### config.mk
export PLATFORM = sky130hd
export DESIGN_NAME = alu_op_sequencer_flat
export DESIGN_NICKNAME = d
export VERILOG_FILES = /design/src/rtl/alu_op_sequencer_if.sv /design/src/rtl/alu_op_sequencer.sv /design/src/flat_wrapper.sv
export SDC_FILE = /design/constraint.sdc
export NUM_CORES = 1
export LEC_CHECK = 0
export ABC_AREA = 1
export BUFFER_PORTS_ARGS = -buffer_cell sky130_fd_sc_hd__buf_2
export CAP_MARGIN = 5
export CORE_MARGIN = 2
export CORE_UTILIZATION = 42
export CTS_BUF_LIST = sky130_fd_sc_hd__clkbuf_4 sky130_fd_sc_hd__clkbuf_8 sky130_fd_sc_hd__clkbuf_16
export DETAILED_ROUTE_END_ITERATION = 8
export PLACE_DENSITY = 0.76
export SLEW_MARGIN = 15
export SYNTH_ARGS = -nofsm -noshare
export SYNTH_HDL_FRONTEND = slang
export SYNTH_SLANG_ARGS = --single-unit
### constraint.sdc
create_clock -name clk -period 1.05 [get_ports clk]
set_input_delay 0.105 -clock clk [delete_from_list [all_inputs] [get_ports clk]]
set_output_delay 0.105 -clock clk [all_outputs]
set_load 0.03 [all_outputs]
### src/rtl/alu_op_sequencer_if.sv
// Command, response and ALU-drive bundle between the sequencer and its environment.
// master = control logic plus ALU datapath; slave = alu_op_sequencer.
interface alu_op_sequencer_if #(
    parameter int W = 16
);
    logic           cmd_valid;
    logic           cmd_ready;
    logic [3:0]     cmd_code;
    logic [W-1:0]   cmd_a;
    logic [W-1:0]   cmd_b;

    logic [W-1:0]   alu_a;
    logic [W-1:0]   alu_b;
    logic [2:0]     alu_op;
    logic [W-1:0]   alu_result;
    logic           alu_cout;
    logic           alu_overflow;
    logic           alu_zero;

    logic           rsp_valid;
    logic           rsp_ready;
    logic [W-1:0]   rsp_lo;
    logic [W-1:0]   rsp_hi;
    logic [2:0]     rsp_flags;
    logic           rsp_err;

    modport master (
        output cmd_valid, cmd_code, cmd_a, cmd_b,
        input  cmd_ready,
        input  alu_a, alu_b, alu_op,
        output alu_result, alu_cout, alu_overflow, alu_zero,
        input  rsp_valid, rsp_lo, rsp_hi, rsp_flags, rsp_err,
        output rsp_ready
    );

    modport slave (
        input  cmd_valid, cmd_code, cmd_a, cmd_b,
        output cmd_ready,
        output alu_a, alu_b, alu_op,
        input  alu_result, alu_cout, alu_overflow, alu_zero,
        output rsp_valid, rsp_lo, rsp_hi, rsp_flags, rsp_err,
        input  rsp_ready
    );
endinterface

### src/rtl/alu_op_sequencer.sv
// Sequences single ALU ops and a W-iteration shift-add multiply onto one shared ALU.
// Latency from accept edge: 2 edges for ALU ops/illegal codes, W+1 for MUL (ALU_SEQ_MUL_EN only).
// Backpressure: response held stable until rsp_ready; cmd_ready only high in IDLE.
module alu_op_sequencer #(
    parameter int W = 16
) (
    input  logic              clk,
    input  logic              rst_n,
    alu_op_sequencer_if.slave bus
);
    localparam logic [2:0] OP_ADD = 3'b010;

`ifdef ALU_SEQ_MUL_EN
    typedef enum logic [1:0] {IDLE, EXEC, MUL, RESP} state_t;
    localparam int KW = $clog2(W);
    localparam logic [KW-1:0] K_LAST = KW'(W - 1);

    logic [W-1:0]  mq_q;
    logic [KW-1:0] k_q;
    logic [W:0]    sum;
    logic          is_mul;
`else
    typedef enum logic [1:0] {IDLE, EXEC, RESP} state_t;
`endif

    state_t       state_q, state_d;
    logic         illegal;
    logic         err_q;
    logic [W-1:0] alu_a_q, alu_b_q;
    logic [2:0]   alu_op_q;
    logic [W-1:0] rsp_lo_q, rsp_hi_q;
    logic [2:0]   rsp_flags_q;
    logic         rsp_err_q;

`ifdef ALU_SEQ_MUL_EN
    assign is_mul  = (bus.cmd_code == 4'b1000);
    assign illegal = bus.cmd_code[3] & ~is_mul;
    // alu_a_q doubles as the accumulator; the ALU computes acc + a every MUL cycle
    assign sum     = mq_q[0] ? {bus.alu_cout, bus.alu_result} : {1'b0, alu_a_q};
`else
    assign illegal = bus.cmd_code[3];
`endif

    always_ff @(posedge clk) begin
        if (!rst_n) begin
            state_q <= IDLE;
        end else begin
            state_q <= state_d;
        end
    end

    always_comb begin
        state_d = state_q;
        case (state_q)
            IDLE: begin
                if (bus.cmd_valid) begin
`ifdef ALU_SEQ_MUL_EN
                    state_d = is_mul ? MUL : EXEC;
`else
                    state_d = EXEC;
`endif
                end
            end
            EXEC: state_d = RESP;
`ifdef ALU_SEQ_MUL_EN
            MUL: begin
                if (k_q == K_LAST) state_d = RESP;
            end
`endif
            RESP: begin
                if (bus.rsp_ready) state_d = IDLE;
            end
            default: state_d = IDLE;
        endcase
    end

    always_ff @(posedge clk) begin
        if (!rst_n) begin
            alu_a_q     <= '0;
            alu_b_q     <= '0;
            alu_op_q    <= OP_ADD;
            rsp_lo_q    <= '0;
            rsp_hi_q    <= '0;
            rsp_flags_q <= '0;
            rsp_err_q   <= 1'b0;
            err_q       <= 1'b0;
`ifdef ALU_SEQ_MUL_EN
            mq_q        <= '0;
            k_q         <= '0;
`endif
        end else begin
            case (state_q)
                IDLE: begin
                    if (bus.cmd_valid) begin
                        err_q <= illegal;
`ifdef ALU_SEQ_MUL_EN
                        if (is_mul) begin
                            alu_a_q  <= '0;
                            alu_b_q  <= bus.cmd_a;
                            alu_op_q <= OP_ADD;
                            mq_q     <= bus.cmd_b;
                            k_q      <= '0;
                        end else
`endif
                        // illegal codes leave the ALU drive untouched
                        if (!illegal) begin
                            alu_a_q  <= bus.cmd_a;
                            alu_b_q  <= bus.cmd_b;
                            alu_op_q <= bus.cmd_code[2:0];
                        end
                    end
                end
                EXEC: begin
                    rsp_hi_q  <= '0;
                    rsp_err_q <= err_q;
                    if (err_q) begin
                        rsp_lo_q    <= '0;
                        rsp_flags_q <= '0;
                    end else begin
                        rsp_lo_q    <= bus.alu_result;
                        rsp_flags_q <= {bus.alu_overflow, bus.alu_zero, bus.alu_cout};
                    end
                end
`ifdef ALU_SEQ_MUL_EN
                MUL: begin
                    alu_a_q <= sum[W:1];
                    mq_q    <= {sum[0], mq_q[W-1:1]};
                    k_q     <= k_q + 1'b1;
                    if (k_q == K_LAST) begin
                        rsp_hi_q    <= sum[W:1];
                        rsp_lo_q    <= {sum[0], mq_q[W-1:1]};
                        rsp_flags_q <= '0;
                        rsp_err_q   <= 1'b0;
                    end
                end
`endif
                default: ;
            endcase
        end
    end

    assign bus.cmd_ready = (state_q == IDLE);
    assign bus.rsp_valid = (state_q == RESP);
    assign bus.alu_a     = alu_a_q;
    assign bus.alu_b     = alu_b_q;
    assign bus.alu_op    = alu_op_q;
    assign bus.rsp_lo    = rsp_lo_q;
    assign bus.rsp_hi    = rsp_hi_q;
    assign bus.rsp_flags = rsp_flags_q;
    assign bus.rsp_err   = rsp_err_q;
endmodule
### src/flat_wrapper.sv
// flat-port wrapper written by rule: the top's interface ports become plain ports
module alu_op_sequencer_flat 
#(
    parameter int W = 16
)
  (clk, rst_n, bus_cmd_valid, bus_cmd_code, bus_cmd_a, bus_cmd_b, bus_cmd_ready, bus_alu_a, bus_alu_b, bus_alu_op, bus_alu_result, bus_alu_cout, bus_alu_overflow, bus_alu_zero, bus_rsp_valid, bus_rsp_lo, bus_rsp_hi, bus_rsp_flags, bus_rsp_err, bus_rsp_ready);
  alu_op_sequencer_if #(.W(W)) bus_i ();
  input  logic clk;
  input  logic rst_n;
  input wire logic [$bits(bus_i.cmd_valid)-1:0] bus_cmd_valid;
  input wire logic [$bits(bus_i.cmd_code)-1:0] bus_cmd_code;
  input wire logic [$bits(bus_i.cmd_a)-1:0] bus_cmd_a;
  input wire logic [$bits(bus_i.cmd_b)-1:0] bus_cmd_b;
  output wire logic [$bits(bus_i.cmd_ready)-1:0] bus_cmd_ready;
  output wire logic [$bits(bus_i.alu_a)-1:0] bus_alu_a;
  output wire logic [$bits(bus_i.alu_b)-1:0] bus_alu_b;
  output wire logic [$bits(bus_i.alu_op)-1:0] bus_alu_op;
  input wire logic [$bits(bus_i.alu_result)-1:0] bus_alu_result;
  input wire logic [$bits(bus_i.alu_cout)-1:0] bus_alu_cout;
  input wire logic [$bits(bus_i.alu_overflow)-1:0] bus_alu_overflow;
  input wire logic [$bits(bus_i.alu_zero)-1:0] bus_alu_zero;
  output wire logic [$bits(bus_i.rsp_valid)-1:0] bus_rsp_valid;
  output wire logic [$bits(bus_i.rsp_lo)-1:0] bus_rsp_lo;
  output wire logic [$bits(bus_i.rsp_hi)-1:0] bus_rsp_hi;
  output wire logic [$bits(bus_i.rsp_flags)-1:0] bus_rsp_flags;
  output wire logic [$bits(bus_i.rsp_err)-1:0] bus_rsp_err;
  input wire logic [$bits(bus_i.rsp_ready)-1:0] bus_rsp_ready;
  assign bus_i.cmd_valid = bus_cmd_valid;
  assign bus_i.cmd_code = bus_cmd_code;
  assign bus_i.cmd_a = bus_cmd_a;
  assign bus_i.cmd_b = bus_cmd_b;
  assign bus_cmd_ready = bus_i.cmd_ready;
  assign bus_alu_a = bus_i.alu_a;
  assign bus_alu_b = bus_i.alu_b;
  assign bus_alu_op = bus_i.alu_op;
  assign bus_i.alu_result = bus_alu_result;
  assign bus_i.alu_cout = bus_alu_cout;
  assign bus_i.alu_overflow = bus_alu_overflow;
  assign bus_i.alu_zero = bus_alu_zero;
  assign bus_rsp_valid = bus_i.rsp_valid;
  assign bus_rsp_lo = bus_i.rsp_lo;
  assign bus_rsp_hi = bus_i.rsp_hi;
  assign bus_rsp_flags = bus_i.rsp_flags;
  assign bus_rsp_err = bus_i.rsp_err;
  assign bus_i.rsp_ready = bus_rsp_ready;
  alu_op_sequencer #(.W(W)) u_core (.clk(clk), .rst_n(rst_n), .bus(bus_i));
endmodule
After elaboration in Yosys (flattened, before gate mapping)
Index checks and enable logic that the tools add are counted.
{"block": "totals", "inputBits": 59, "elab_cells": 22, "output_inout_bits": 73, "ff_bits": 58}
{"block": "op_classes", "n_reduce_logical": 4, "bitwise_logic": 1, "eq_ne": 4, "muxes": 5}
{"cell": "16-bit two-way mux", "count": 1}
{"cell": "2-bit case mux with 3 select lines", "count": 1}
{"cell": "2-bit two-way mux", "count": 2}
{"cell": "2-bit AND reduction", "count": 2}
{"cell": "3-bit two-way mux", "count": 1}
{"cell": "3-bit AND reduction", "count": 1}
{"cell": "2-bit by 1-bit equality test with 1-bit output (second input constant)", "count": 1}
{"cell": "2-bit equality test (second input constant)", "count": 1}
{"cell": "2-bit logical NOT", "count": 1}
{"cell": "2-bit by 1-bit inequality test with 1-bit output (second input constant)", "count": 1}
{"cell": "2-bit inequality test (second input constant)", "count": 1}
{"cell": "1-bit NOT", "count": 1}

Longest topological paths before layout
Gate-level depths: netlist of the first run.
{"block": "depth", "word_depth": 3, "ltp_mapped": 6, "ltp_nobuf": 5}

Worst setup path before layout of the first run
Ideal clock, no wire load.
{"block": "synth_timing", "kind": "reg-to-reg", "start": "reg u_core.state_q[1]", "end": "reg u_core.state_q[1]", "stages_incl_launch_ff": 5, "t_required_ns": 0.980, "setup_slack_ns": -0.102, "period_less_slack_ns": 1.152, "setup_ns": 0.070, "t_arrival_ns": 1.083, "n_path_buf": 0, "path_cell_list": "dfxtp_1 > inv_1 > nor2_1 > nand2_1 > a21oi_1"}
{"block": "synth_via", "elab_chain_cells": 3, "word_cells_on_any_way": 7, "cone_classes": "4 x eq/ne; 1 x mux; 2 x reduce/logical"}
{"item": "start: declaration", "line_no": "alu_op_sequencer.sv:26", "text": "state_t state_q, state_d;"}
{"item": "start signal: assignment", "line_no": "alu_op_sequencer.sv:48", "text": "state_q <= state_d;"}
{"item": "2-bit equality test (*)"}
{"item": "via bus_rsp_valid", "line_no": "flat_wrapper.sv:22", "text": "output wire logic [$bits(bus_i.rsp_valid)-1:0] bus_rsp_valid;"}
{"item": "2-bit by 1-bit inequality test with 1-bit output (no source line)"}
{"item": "2-bit AND reduction (no source line)"}
Mark *: on every way through the listed nets, which the timed path passes. The rest lies on a longest branch.
A chain may end at the register's enable or synchronous reset.

Worst setup path in the final report of the first run
{"block": "layout_timing", "start": "reg u_core.state_q[0]", "end": "out bus_cmd_ready"}
{"block": "layout_via", "elab_chain_cells": 1}
{"item": "2-bit logical NOT", "line_no": "alu_op_sequencer.sv:142", "text": "assign bus.cmd_ready = (state_q == IDLE);"}
{"item": "end: declaration", "line_no": "flat_wrapper.sv:14", "text": "output wire logic [$bits(bus_i.cmd_ready)-1:0] bus_cmd_ready;"}
No other way between the ends.

==> results of run 1 <==
[critical path, delay by kind of cell, from the launching register on]
kind          cells  cell delay [ps]
simple gates      1              130
buf+inv           2              240
flops             1              340
[registers in the layout (all words and copies together) (netlist names)]
register,count
u_core.state_q,2
u_core.bus.alu_b,16
u_core.bus.alu_op,3
u_core.bus.rsp_flags,3
u_core.err_q,1
u_core.bus.rsp_lo,16
u_core.bus.alu_a,16
u_core.bus.rsp_err,1
[metrics by stage]
| step | setup TNS, ps | total power [µW] | util [%] | instances |
|---|---|---|---|---|
| global placement | 0 | 3700 | 53.7 | 603 |
| global route | -4890 | 6450 | 58.9 | 624 |
| floorplan | 0 | 3400 | - | 434 |
| finish | -999 | 6140 | 58.9 | 624 |
| CTS | -1980 | 6190 | 58.4 | 622 |
| detailed placement | -649 | 3720 | 53.7 | 603 |
[per-layer routing]
metal	global-route usage [%]	up-vias	share of wire, %
met5	0	-	0
met4	8.51	0	1.6
met3	4.43	10	6.5
met2	31.4	89	49
met1	21.2	1235	43
li1	-	1458	-
[synth_stat cells]
library cell	n
inv_1	107
nand2_1	84
dfxtp_1	58
nor2_1	39
nand4_1	35
a21oi_1	21
nand3_1	20
buf_4	18
buf_2	9
nand2_2	8
buf_6	6
buf_1	4
clkbuf_1	4
buf_8	1
conb_1	1
inv_2	1
nand3_4	1
nor2_4	1
o21ai_0	1
[final cells by class]
class | count | area (µm²)
fillers | 636 | 2640
flip-flops and latches | 58 | 1170
multi-input cells | 226 | 1040
repair buffers | 139 | 837
inverters | 108 | 405
clock buffers | 12 | 165
well taps | 77 | 96.3
clock inverters | 4 | 72.6
[power groups by stage]
| stage | registers [µW] | logic, µW | clock network (µW) |
|---|---|---|---|
| detailed placement | 2460 | 1260 | 0 |
| floorplan | 2720 | 678 | 0 |
| finish | 2420 | 1320 | 2410 |
| CTS | 2420 | 1300 | 2470 |
| global route | 2430 | 1450 | 2570 |
| global placement | 2460 | 1240 | 0 |
[cell families (layout without fill, tap and decap cells)]
family / count (synthesis) / count (layout)
other: 1 / 16
DFF: 58 / 58
AOI/OAI and AO/OA: 22 / 22
and+or+nand+nor: 188 / 188
buffers and inverters: 150 / 263
[how the worst min path moves through the flow]
stage	startpoint	to	slack (ps)	cells after the start
2_1_floorplan	rst_n	u_core.state_q[1]$_SDFFE_PN0P_	250	2
3_3_place_gp	bus_rsp_ready	u_core.state_q[1]$_SDFFE_PN0P_	370	4
4_1_cts	bus_rsp_ready	u_core.state_q[1]$_SDFFE_PN0P_	0.4	4
5_1_grt	bus_alu_result[6]	u_core.bus.rsp_lo[6]$_SDFFE_PN0N_	20	3
3_5_place_dp	bus_rsp_ready	u_core.state_q[1]$_SDFFE_PN0P_	370	4
6_report	bus_rsp_ready	u_core.state_q[1]$_SDFFE_PN0P_	20	4
[timing repair]
action | 4_1_cts | 5_1_grt
hold endpoints to repair | 0 | 0
setup buffers | 3 | 0
gates resized for setup | 13 | 9
pin swaps | 2 | 0
cloned | 0 | 2
endpoints found under the setup margin | 54 | 57
==> metrics.md, run 1 <==
| Metric | Value |
|---|---|
| Design Area, Final | `3780 µm²` |
| R2R depth | `7` |
| Post-synth cell types | `19` |
| Pleak | `0.00217 µW` |
| Worst EP required | `940 ps` |
| Total GRT Usage | `18.2%` |
| Min-delay worst type | `in2reg` |
| FMAX | `880 MHz` |
| Avg WL per Cell | `11.0 µm` |
| Final min period | `1140 ps` |
| Post-synthesis cell count | `419` |
| Pre-CTS setup slack | `-51.3 ps` |
| TritonCTS Buffers | `9` |
| Internal | `4330 µW` |
| Clock share of power | `39.2%` |
| Global-route wire length before repair | `10700 µm` |
| Failing checks | `setup timing` |
| Worst r2r src | `u_core.state_q[0]$_SDFFE_PN0P_` |
| Cts-stage hold buffer count | `0` |
| Die span in x | `86.1 µm` |
| Fin. max-slew vios | `0` |
| Compound-cell area share of the yosys netlist | `3.89%` |
| Crit path largest cell delay | `340 ps` |
| Share of layout cells above drive strength 1 | `31.4%` |
| Syn Std Cell Area | `2830 µm²` |
| Via count | `2792` |
| Clk buf depth | `2` |
| Crit path to | `bus_cmd_ready` |
| ANT nets after route | `0` |
| Initial detailed-routing violation count | `72` |
| Outcome | `finished, violations left` |
| Placement Cell Area | `3450 µm²` |
| # rows | `29` |
| Die span in y | `86.1 µm` |
| Io pins | `132` |
| Synth area leaders | `dfxtp_1, inv_1, nand2_1, nand4_1, nor2_1` |
| Vias in the first global route | `2421` |
| Commonest non-fill, non-tap cells in the layout | `buf_2, inv_1, nand2_1` |
| Post-Synth Adder-Cell Area | `0%` |
| Crit end category | `primary output` |
| CP max FO | `3` |
| 1st-pass router iterations | `4` |
| Antenna Cells | `0` |
| Worst path cell trace | `nor2_4, buf_6, buf_6` |
| Most common cell after layout, fill and taps aside | `buf_2` |
| Final hold vios | `0` |
| Initial antenna violation count | `0` |
| Switching Fraction | `29.5%` |
| Worst path arrival time | `1030 ps` |
| MaxCap Viol Count | `0` |
| Power Dens Cells | `1620 nW/µm²` |
| Largest net degree at the start of global routing | `24` |
| Avg Inst Size Synth | `6.76 µm²` |
| Final setup viols | `37` |
| RD Place Congestion | `0.782` |
| Sequential share of power | `39.3%` |
| Net Sw Power | `1810 µW` |
| Final Worst Setup Slack | `-86.3 ps` |
| CTS tree | `yes` |
| Nets | `601` |
| Worst setup path startpoint | `u_core.state_q[0]$_SDFFE_PN0P_` |
| HPWL Detailed | `4790 µm` |
| CTS HTree Levels | `3` |
| Worst Hold Margin | `18.3 ps` |
| Clk slew on worst S/H paths | `70 ps` |
| Synthesis Warnings | `0` |
| Sequential area share after synthesis | `41.0%` |
| DR vias/cell | `4.47` |
| Yosys top cell by area | `dfxtp_1` |
| WL final | `6870 µm` |
| Tcrit/Tclk final | `108%` |
| CTS Root Cell | `clkbuf_8` |
| FF+latch count, synth | `58` |
| Startpoint Class | `register` |
| Post-synthesis mux area share | `0%` |
| Critical Setup Path Class | `reg2out` |
| R2r endpoint | `u_core.bus.alu_a[15]$_SDFFE_PN0P_` |
| Simple-Gate Fraction of Synth Area | `30.3%` |
| Max VDD drop | `0.000766 V` |
| Port Buffer Count | `115` |
| Layout area overhead | `33.6%` |
| DRC violations left | `0` |
| Combinational family with the most area after synthesis | `simple AND/OR/NAND/NOR gates` |
| Most used cell, CP | `buf_6` |
| Grt total ovfl | `0` |
| Unrepaired setup endpoints after global routing | `true` |
| Yosys top cell area share | `41.0%` |
| Sink Count | `58` |
| Initial Util | `44.1%` |
| Logic pwr share | `21.5%` |
| Worst Skew | `8.82 ps` |
| Reg-to-reg slack, setup | `-50 ps` |
| Die area | `7420 µm²` |
| Post-Synth XOR/XNOR Area | `0%` |
| Core area | `6420 µm²` |
| Skew-Pair Late Insertion Delay | `330 ps` |
| CP max-delay cell | `dfxtp_2` |
Power figures use the tool's default switching activity.
==> run 2: changes to the inputs <==
CELL_PAD_IN_SITES_DETAIL_PLACEMENT = 2   (was unset)
CELL_PAD_IN_SITES_GLOBAL_PLACEMENT = 2   (was unset)
CORE_MARGIN = 4   (was 2)
CORE_UTILIZATION = 21   (was 42)
MAX_ROUTING_LAYER = met4   (was unset)
PLACE_DENSITY = unset   (was 0.76)
PLACE_DENSITY_LB_ADDON = 0.1   (was unset)
==> run 2 against run 1 <==
Compared with the run above:
- cell area is 12% higher
- register-to-register slack got worse by 80 ps
- hold slack better by 20 ps
- fmax fell by 4.5%
- sequential power is essentially flat
- total power is 16% higher
- final cell count increased by 17%
- flip-flop and latch count unchanged
- the flow still finishes with violations (setup timing)
- critical endpoint is now bus_rsp_valid
==> metrics.md, run 2 (same netlist as run 1, synthesis figures left out) <==
| Metric | Value |
|---|---|
| Outcome | `finished, violations left` |
| Failing checks | `setup timing` |
| Io pins | `132` |
| Initial Util | `21.4%` |
| WL final | `9920 µm` |
| Critical Setup Path Class | `reg2out` |
| CP max-delay cell | `dfxtp_4` |
| Commonest non-fill, non-tap cells in the layout | `buf_2, inv_1, nand2_1` |
| Top cell family by delay on the critical path | `flip-flops` |
| ANT nets after route | `0` |
| Most used cell, CP | `buf_6` |
| Startpoint Class | `register` |
| Initial detailed-routing violation count | `61` |
| DR vias/cell | `4.07` |
| Via count | `2970` |
| Sink Count | `58` |
| Internal | `5080 µW` |
| TritonCTS Buffers | `9` |
| Power Dens Cells | `1690 nW/µm²` |
| Worst path arrival time | `1080 ps` |
| # rows | `42` |
| Pleak | `0.00230 µW` |
| Worst path cell trace | `inv_2, buf_6, nor2_4, buf_6` |
| Worst EP required | `940 ps` |
| Die span in x | `124 µm` |
| Share of layout cells above drive strength 1 | `35.2%` |
| Vias in the first global route | `3126` |
| Clk slew on worst S/H paths | `50 ps` |
| Skew-Pair Late Insertion Delay | `320 ps` |
| Worst Skew | `3.92 ps` |
| Final min period | `1190 ps` |
| Nets | `608` |
| HPWL Detailed | `7030 µm` |
| MaxCap Viol Count | `0` |
| Max VDD drop | `0.000660 V` |
| Final setup viols | `41` |
| Cts-stage hold buffer count | `0` |
| Placed cell count | `704` |
| Global-route wire length before repair | `15400 µm` |
| Final hold vios | `0` |
| Unrepaired setup endpoints after global routing | `true` |
| Core area | `13200 µm²` |
| CP max FO | `3` |
| Port Buffer Count | `115` |
| Layout area overhead | `49.6%` |
| Grt total ovfl | `0` |
| Tcrit/Tclk final | `113%` |
| Total GRT Usage | `13.5%` |
| DRC violations left | `0` |
| Layout fillers | `1640` |
| Largest net degree at the start of global routing | `26` |
| Clock share of power | `44.7%` |
| Switching Fraction | `28.9%` |
| Net Sw Power | `2070 µW` |
| CTS HTree Levels | `3` |
| Fin. max-slew vios | `0` |
| RD Place Congestion | `0.716` |
| Antenna Cells | `0` |
| Final Worst Setup Slack | `-140 ps` |
| FMAX | `841 MHz` |
| Die area | `15400 µm²` |
| Die span in y | `124 µm` |
| Most common cell after layout, fill and taps aside | `buf_2` |
| Logic pwr share | `21.4%` |
| Clk buf depth | `2` |
| Initial antenna violation count | `0` |
| Crit path largest cell delay | `370 ps` |
| Min-delay worst type | `in2reg` |
| CTS Root Cell | `clkbuf_16` |
| WP buf/inv | `3` |
| 1st-pass router iterations | `4` |
| CTS tree | `yes` |
| Sequential share of power | `33.9%` |
| Pre-CTS setup slack | `-71.0 ps` |
| Crit end category | `primary output` |
| Avg WL per Cell | `13.6 µm` |
| Finished Layout Cells | `730` |
[run 2: cell count changes in the layout (fill, tap and decap cells not counted), moves of 3 or more]
cell | previous run | this run
a21oi_1 | 21 | 12
a21oi_2 | 0 | 9
buf_12 | 3 | 9
buf_4 | 11 | 14
buf_6 | 11 | 6
buf_8 | 0 | 3
clkbuf_16 | 0 | 9
clkbuf_8 | 12 | 1
nand2_1 | 83 | 78
nand2_2 | 9 | 12
[run 2: worst register-to-register path: stages (launching register included)]
cell and delay [ps]:
dfxtp_2 330, nor2_4 140, buf_6 140, buf_4 110, buf_8 120, nand4_1 90
nand2_1 90, nor2_1 50
[run 2: cell type report]
class / count / area (µm²) / area share [%]
flip-flops and latches: 58 / 1170 / 27.5
inverters: 108 / 405 / 9.57
repair buffers: 146 / 1010 / 23.9
well taps: 176 / 220 / 5.20
clock inverters: 5 / 77.6 / 1.83
multi-input cells: 226 / 1110 / 26.2
clock buffers: 11 / 246 / 5.82
[run 2: final timing paths]
| check | startpoint | endpoint | slack, ps | depth (start not counted) |
|---|---|---|---|---|
| worst min register to register | u_core.bus.rsp_lo[9]$_SDFFE_PN0N_ | u_core.bus.rsp_lo[9]$_SDFFE_PN0N_ | 460 | 2 |
| worst max-delay path | u_core.state_q[1]$_SDFFE_PN0P_ | bus_rsp_valid | -140 | 4 |
| worst min-delay path | bus_rsp_ready | u_core.state_q[1]$_SDFFE_PN0P_ | 40 | 4 |
| worst max register to register | u_core.state_q[0]$_SDFFE_PN0P_ | u_core.bus.alu_a[7]$_SDFFE_PN0P_ | -130 | 7 |
[run 2: power by group through the flow]
stage | logic, µW | registers [µW] | clock network [µW]
4_1_cts | 1530 | 2430 | 3320
5_1_grt | 1700 | 2440 | 3440
6_report | 1530 | 2420 | 3190
2_1_floorplan | 678 | 2720 | 0
3_5_place_dp | 1380 | 2470 | 0
3_3_place_gp | 1350 | 2470 | 0
[run 2: per-layer routing]
layer,vias to the layer above,track usage [%],wire length (µm)
met3,11,3.00,590
met2,82,22.3,4810
met5,-,-,0
met4,0,5.13,153
met1,1399,16.1,4370
li1,1478,-,-
[run 2: through the flow]
| step | hold slack (ps) | setup TNS, ps | cell area, µm² | util, % | total power (µW) |
|---|---|---|---|---|---|
| 3_5_place_dp | 377 | -2100 | 3650 | 27.6 | 3850 |
| 5_1_grt | 37.2 | -8040 | 4240 | 32.0 | 7570 |
| 3_3_place_gp | 374 | -24.7 | 3650 | 27.6 | 3810 |
| 4_1_cts | 19.6 | -4500 | 4160 | 31.4 | 7280 |
| 6_report | 38.7 | -3520 | 4240 | 32.0 | 7150 |
| 2_1_floorplan | 252 | 0 | 2890 | - | 3400 |
[run 2: timing repair]
item,in CTS,in global routing
pin swaps,14,2
endpoints found under the setup margin,58,61
gates cloned,2,0
resized for setup,27,19
setup buffers,6,3
==> run 3: changes to the inputs <==
ABC_AREA = unset   (was 1)
==> run 3 against run 2 <==
Compared with the run above:
- the run still ends with setup timing left
- die area down 16%
- final cell count is 22% lower
- count of clock-buffer cells in the layout grew 1
- non-clock buffer count increased by 21
- clock skew is 5.5 ps higher
- total power is 19% lower
- critical endpoint is now u_core.bus.alu_op[1]$_SDFFE_PN1P_
- largest power group is now sequential cells
- highest routed layer unchanged
==> metrics.md, run 3 <==
| Metric | Value |
|---|---|
| Design Area, Final | `4030 µm²` |
| Worst EP required | `1270 ps` |
| Via count | `2452` |
| Pwr Total | `5810 µW` |
| Post-synth cell types | `22` |
| Outcome | `finished, violations left` |
| Antenna Cells | `0` |
| Number of synthesized flops with an enable pin | `0` |
| Most common cell after layout, fill and taps aside | `buf_2` |
| Die span in y | `114 µm` |
| CTS Root Cell | `clkbuf_8` |
| Die area | `12900 µm²` |
| Die span in x | `114 µm` |
| FF+latch count, synth | `58` |
| # rows | `38` |
| Vias in the first global route | `2718` |
| CTS tree | `yes` |
| Largest net degree at the start of global routing | `55` |
| Power Dens Cells | `1440 nW/µm²` |
| Most frequent cell after synthesis | `dfxtp_1` |
| Pleak | `0.00183 µW` |
| Min-delay worst type | `in2reg` |
| Switching Fraction | `29.0%` |
| Yosys top cell by area | `dfxtp_1` |
| Logic pwr share | `21.7%` |
| Grt total ovfl | `0` |
| Yosys top cell area share | `49.5%` |
| Clk buf depth | `2` |
| CP max-delay cell | `or4b_4` |
| Skew-Pair Late Insertion Delay | `340 ps` |
| Initial antenna violation count | `0` |
| Critical Setup Path Class | `reg2reg` |
| Unrepaired setup endpoints after global routing | `true` |
| Nets | `486` |
| Fin. max-slew vios | `0` |
| Avg Inst Size Synth | `8.55 µm²` |
| Internal | `4120 µW` |
| HPWL Detailed | `5260 µm` |
| Placement Cell Area | `3050 µm²` |
| RD Place Congestion | `0.623` |
| Reg-to-reg slack, setup | `-380 ps` |
| Crit path largest cell delay | `580 ps` |
| Max VDD drop | `0.000503 V` |
| Total GRT Usage | `14.2%` |
| Final setup viols | `59` |
| Top cell family by delay on the critical path | `simple AND/OR/NAND/NOR gates` |
| Crit end category | `register` |
| Clock share of power | `37.4%` |
| Worst Hold Margin | `16.5 ps` |
| Final Worst Setup Slack | `-375 ps` |
| Core area | `10900 µm²` |
| Synth area leaders | `dfxtp_1, nand2_1, nand3_1, a21boi_0, nand3b_1` |
| DRC violations left | `0` |
| Tcrit/Tclk final | `136%` |
| Worst path cell trace | `or4b_4, buf_12, mux2i_1, nand2_1` |
| Sink Count | `58` |
| Port Buffer Count | `115` |
| Worst path arrival time | `1650 ps` |
| Final Core Density | `37.0%` |
| Synth cell count leaders | `dfxtp_1, nand2_1, nand3_1` |
| Initial detailed-routing violation count | `76` |
| Post-synthesis cell count | `274` |
| TritonCTS Buffers | `9` |
| Commonest non-fill, non-tap cells in the layout | `buf_2, dfxtp_1, nand2_1` |
| Sequential area share after synthesis | `49.5%` |
| Io pins | `132` |
| DR vias/cell | `4.29` |
| Synthesis Warnings | `0` |
| CP max FO | `26` |
| WL final | `8850 µm` |
| Final hold vios | `0` |
| Layout area overhead | `71.8%` |
| FMAX | `702 MHz` |
| 1st-pass router iterations | `4` |
| Setup TNS | `-16050 ps` |
| Initial Util | `21.5%` |
| Sequential share of power | `40.9%` |
| Failing checks | `setup timing` |
| Syn Std Cell Area | `2340 µm²` |
| Avg WL per Cell | `15.5 µm` |
| Post-synth ARST share | `0%` |
| MaxCap Viol Count | `0` |
| CTS HTree Levels | `3` |
| Global-route wire length before repair | `14000 µm` |
| ANT nets after route | `0` |
| Final min period | `1430 ps` |
| Clk slew on worst S/H paths | `70 ps` |
| Share of layout cells above drive strength 1 | `47.0%` |
| Post-synth top flop | `dfxtp_1` |
| Layout fillers | `1229` |
| Startpoint Class | `register` |
| Net Sw Power | `1680 µW` |
| Worst Skew | `9.43 ps` |
| WP buf/inv | `1` |
==> run 3: cell types whose count changed after synthesis, moves of 14 or more <==
cell      change
inv_1       -107
nor2_1       -37
nand4_1      -35
nand2_1      -27
o21ai_0      +25
a21boi_0     +20
a21oi_1      -20
nand3b_1     +19
nand3_1      +14
==> run 3: final timing paths <==
path	start	end	depth (start not counted)
min	bus_cmd_b[7]	u_core.bus.alu_b[7]$_SDFFE_PN0P_	3
max	u_core.state_q[1]$_SDFFE_PN0P_	u_core.bus.alu_op[1]$_SDFFE_PN1P_	4
max reg2reg	u_core.state_q[1]$_SDFFE_PN0P_	u_core.bus.alu_op[1]$_SDFFE_PN1P_	4
min reg2reg	u_core.bus.alu_b[6]$_SDFFE_PN0P_	u_core.bus.alu_b[6]$_SDFFE_PN0P_	2
==> run 3: timing repair <==
action | 4_1_cts | 5_1_grt
hold endpoints to repair | 28 | 0
gates resized for setup | 64 | 47
hold buffers | 28 | 0
buffers inserted | 4 | 3
setup endpoints to repair | 59 | 63
pin swaps | 19 | 16
gates cloned | 6 | 2
==> run 3: final cells by class <==
type	instances	area (µm²)	area share (%)
clock inverter	4	50.0	1.24
tap	140	175	4.35
clock buffer	12	159	3.95
timing repair buffer	167	1340	33.2
sequential	58	1160	28.9
multi-input combinational	191	1140	28.4
==> run 3: tightest hold or removal path: cells and delay by family <==
kind	cells	cell delay (ps)
AO/OA/AOI/OAI	1	60
buffers and inverters	1	90
AND/OR/NAND/NOR	1	40
==> run 3: power groups by stage <==
stage                     clock, µW  sequential (µW)  combinational, µW
after floorplan                   0             2610                422
after detailed placement          0             2420                917
after global placement            0             2410                904
after CTS                      2290             2370               1200
final                          2170             2380               1260
after global routing           2350             2390               1360
==> run 3: logic make-up after synthesis <==
kind of cell	synth area share [%]
and+or+nand+nor	24.7
DFF	49.5
AOI/OAI and AO/OA	14.2
buffers and inverters	11.0
muxes	0.427
other	0.160
==> run 3: stage by stage <==
step / cells / worst slack, ps
3_5_place_dp: 514 / -524
4_1_cts: 568 / -377
6_report: 572 / -375
3_3_place_gp: 514 / -503
2_1_floorplan: 289 / -358
5_1_grt: 572 / -412
==> run 3: metal layers <==
metal	vias to the layer above	global-route usage (%)	wire length [µm]
li1	1196	-	-
met1	1168	16.2	3570
met2	77	24.6	4630
met3	11	3.08	516
met4	0	5.05	128
met5	-	-	0
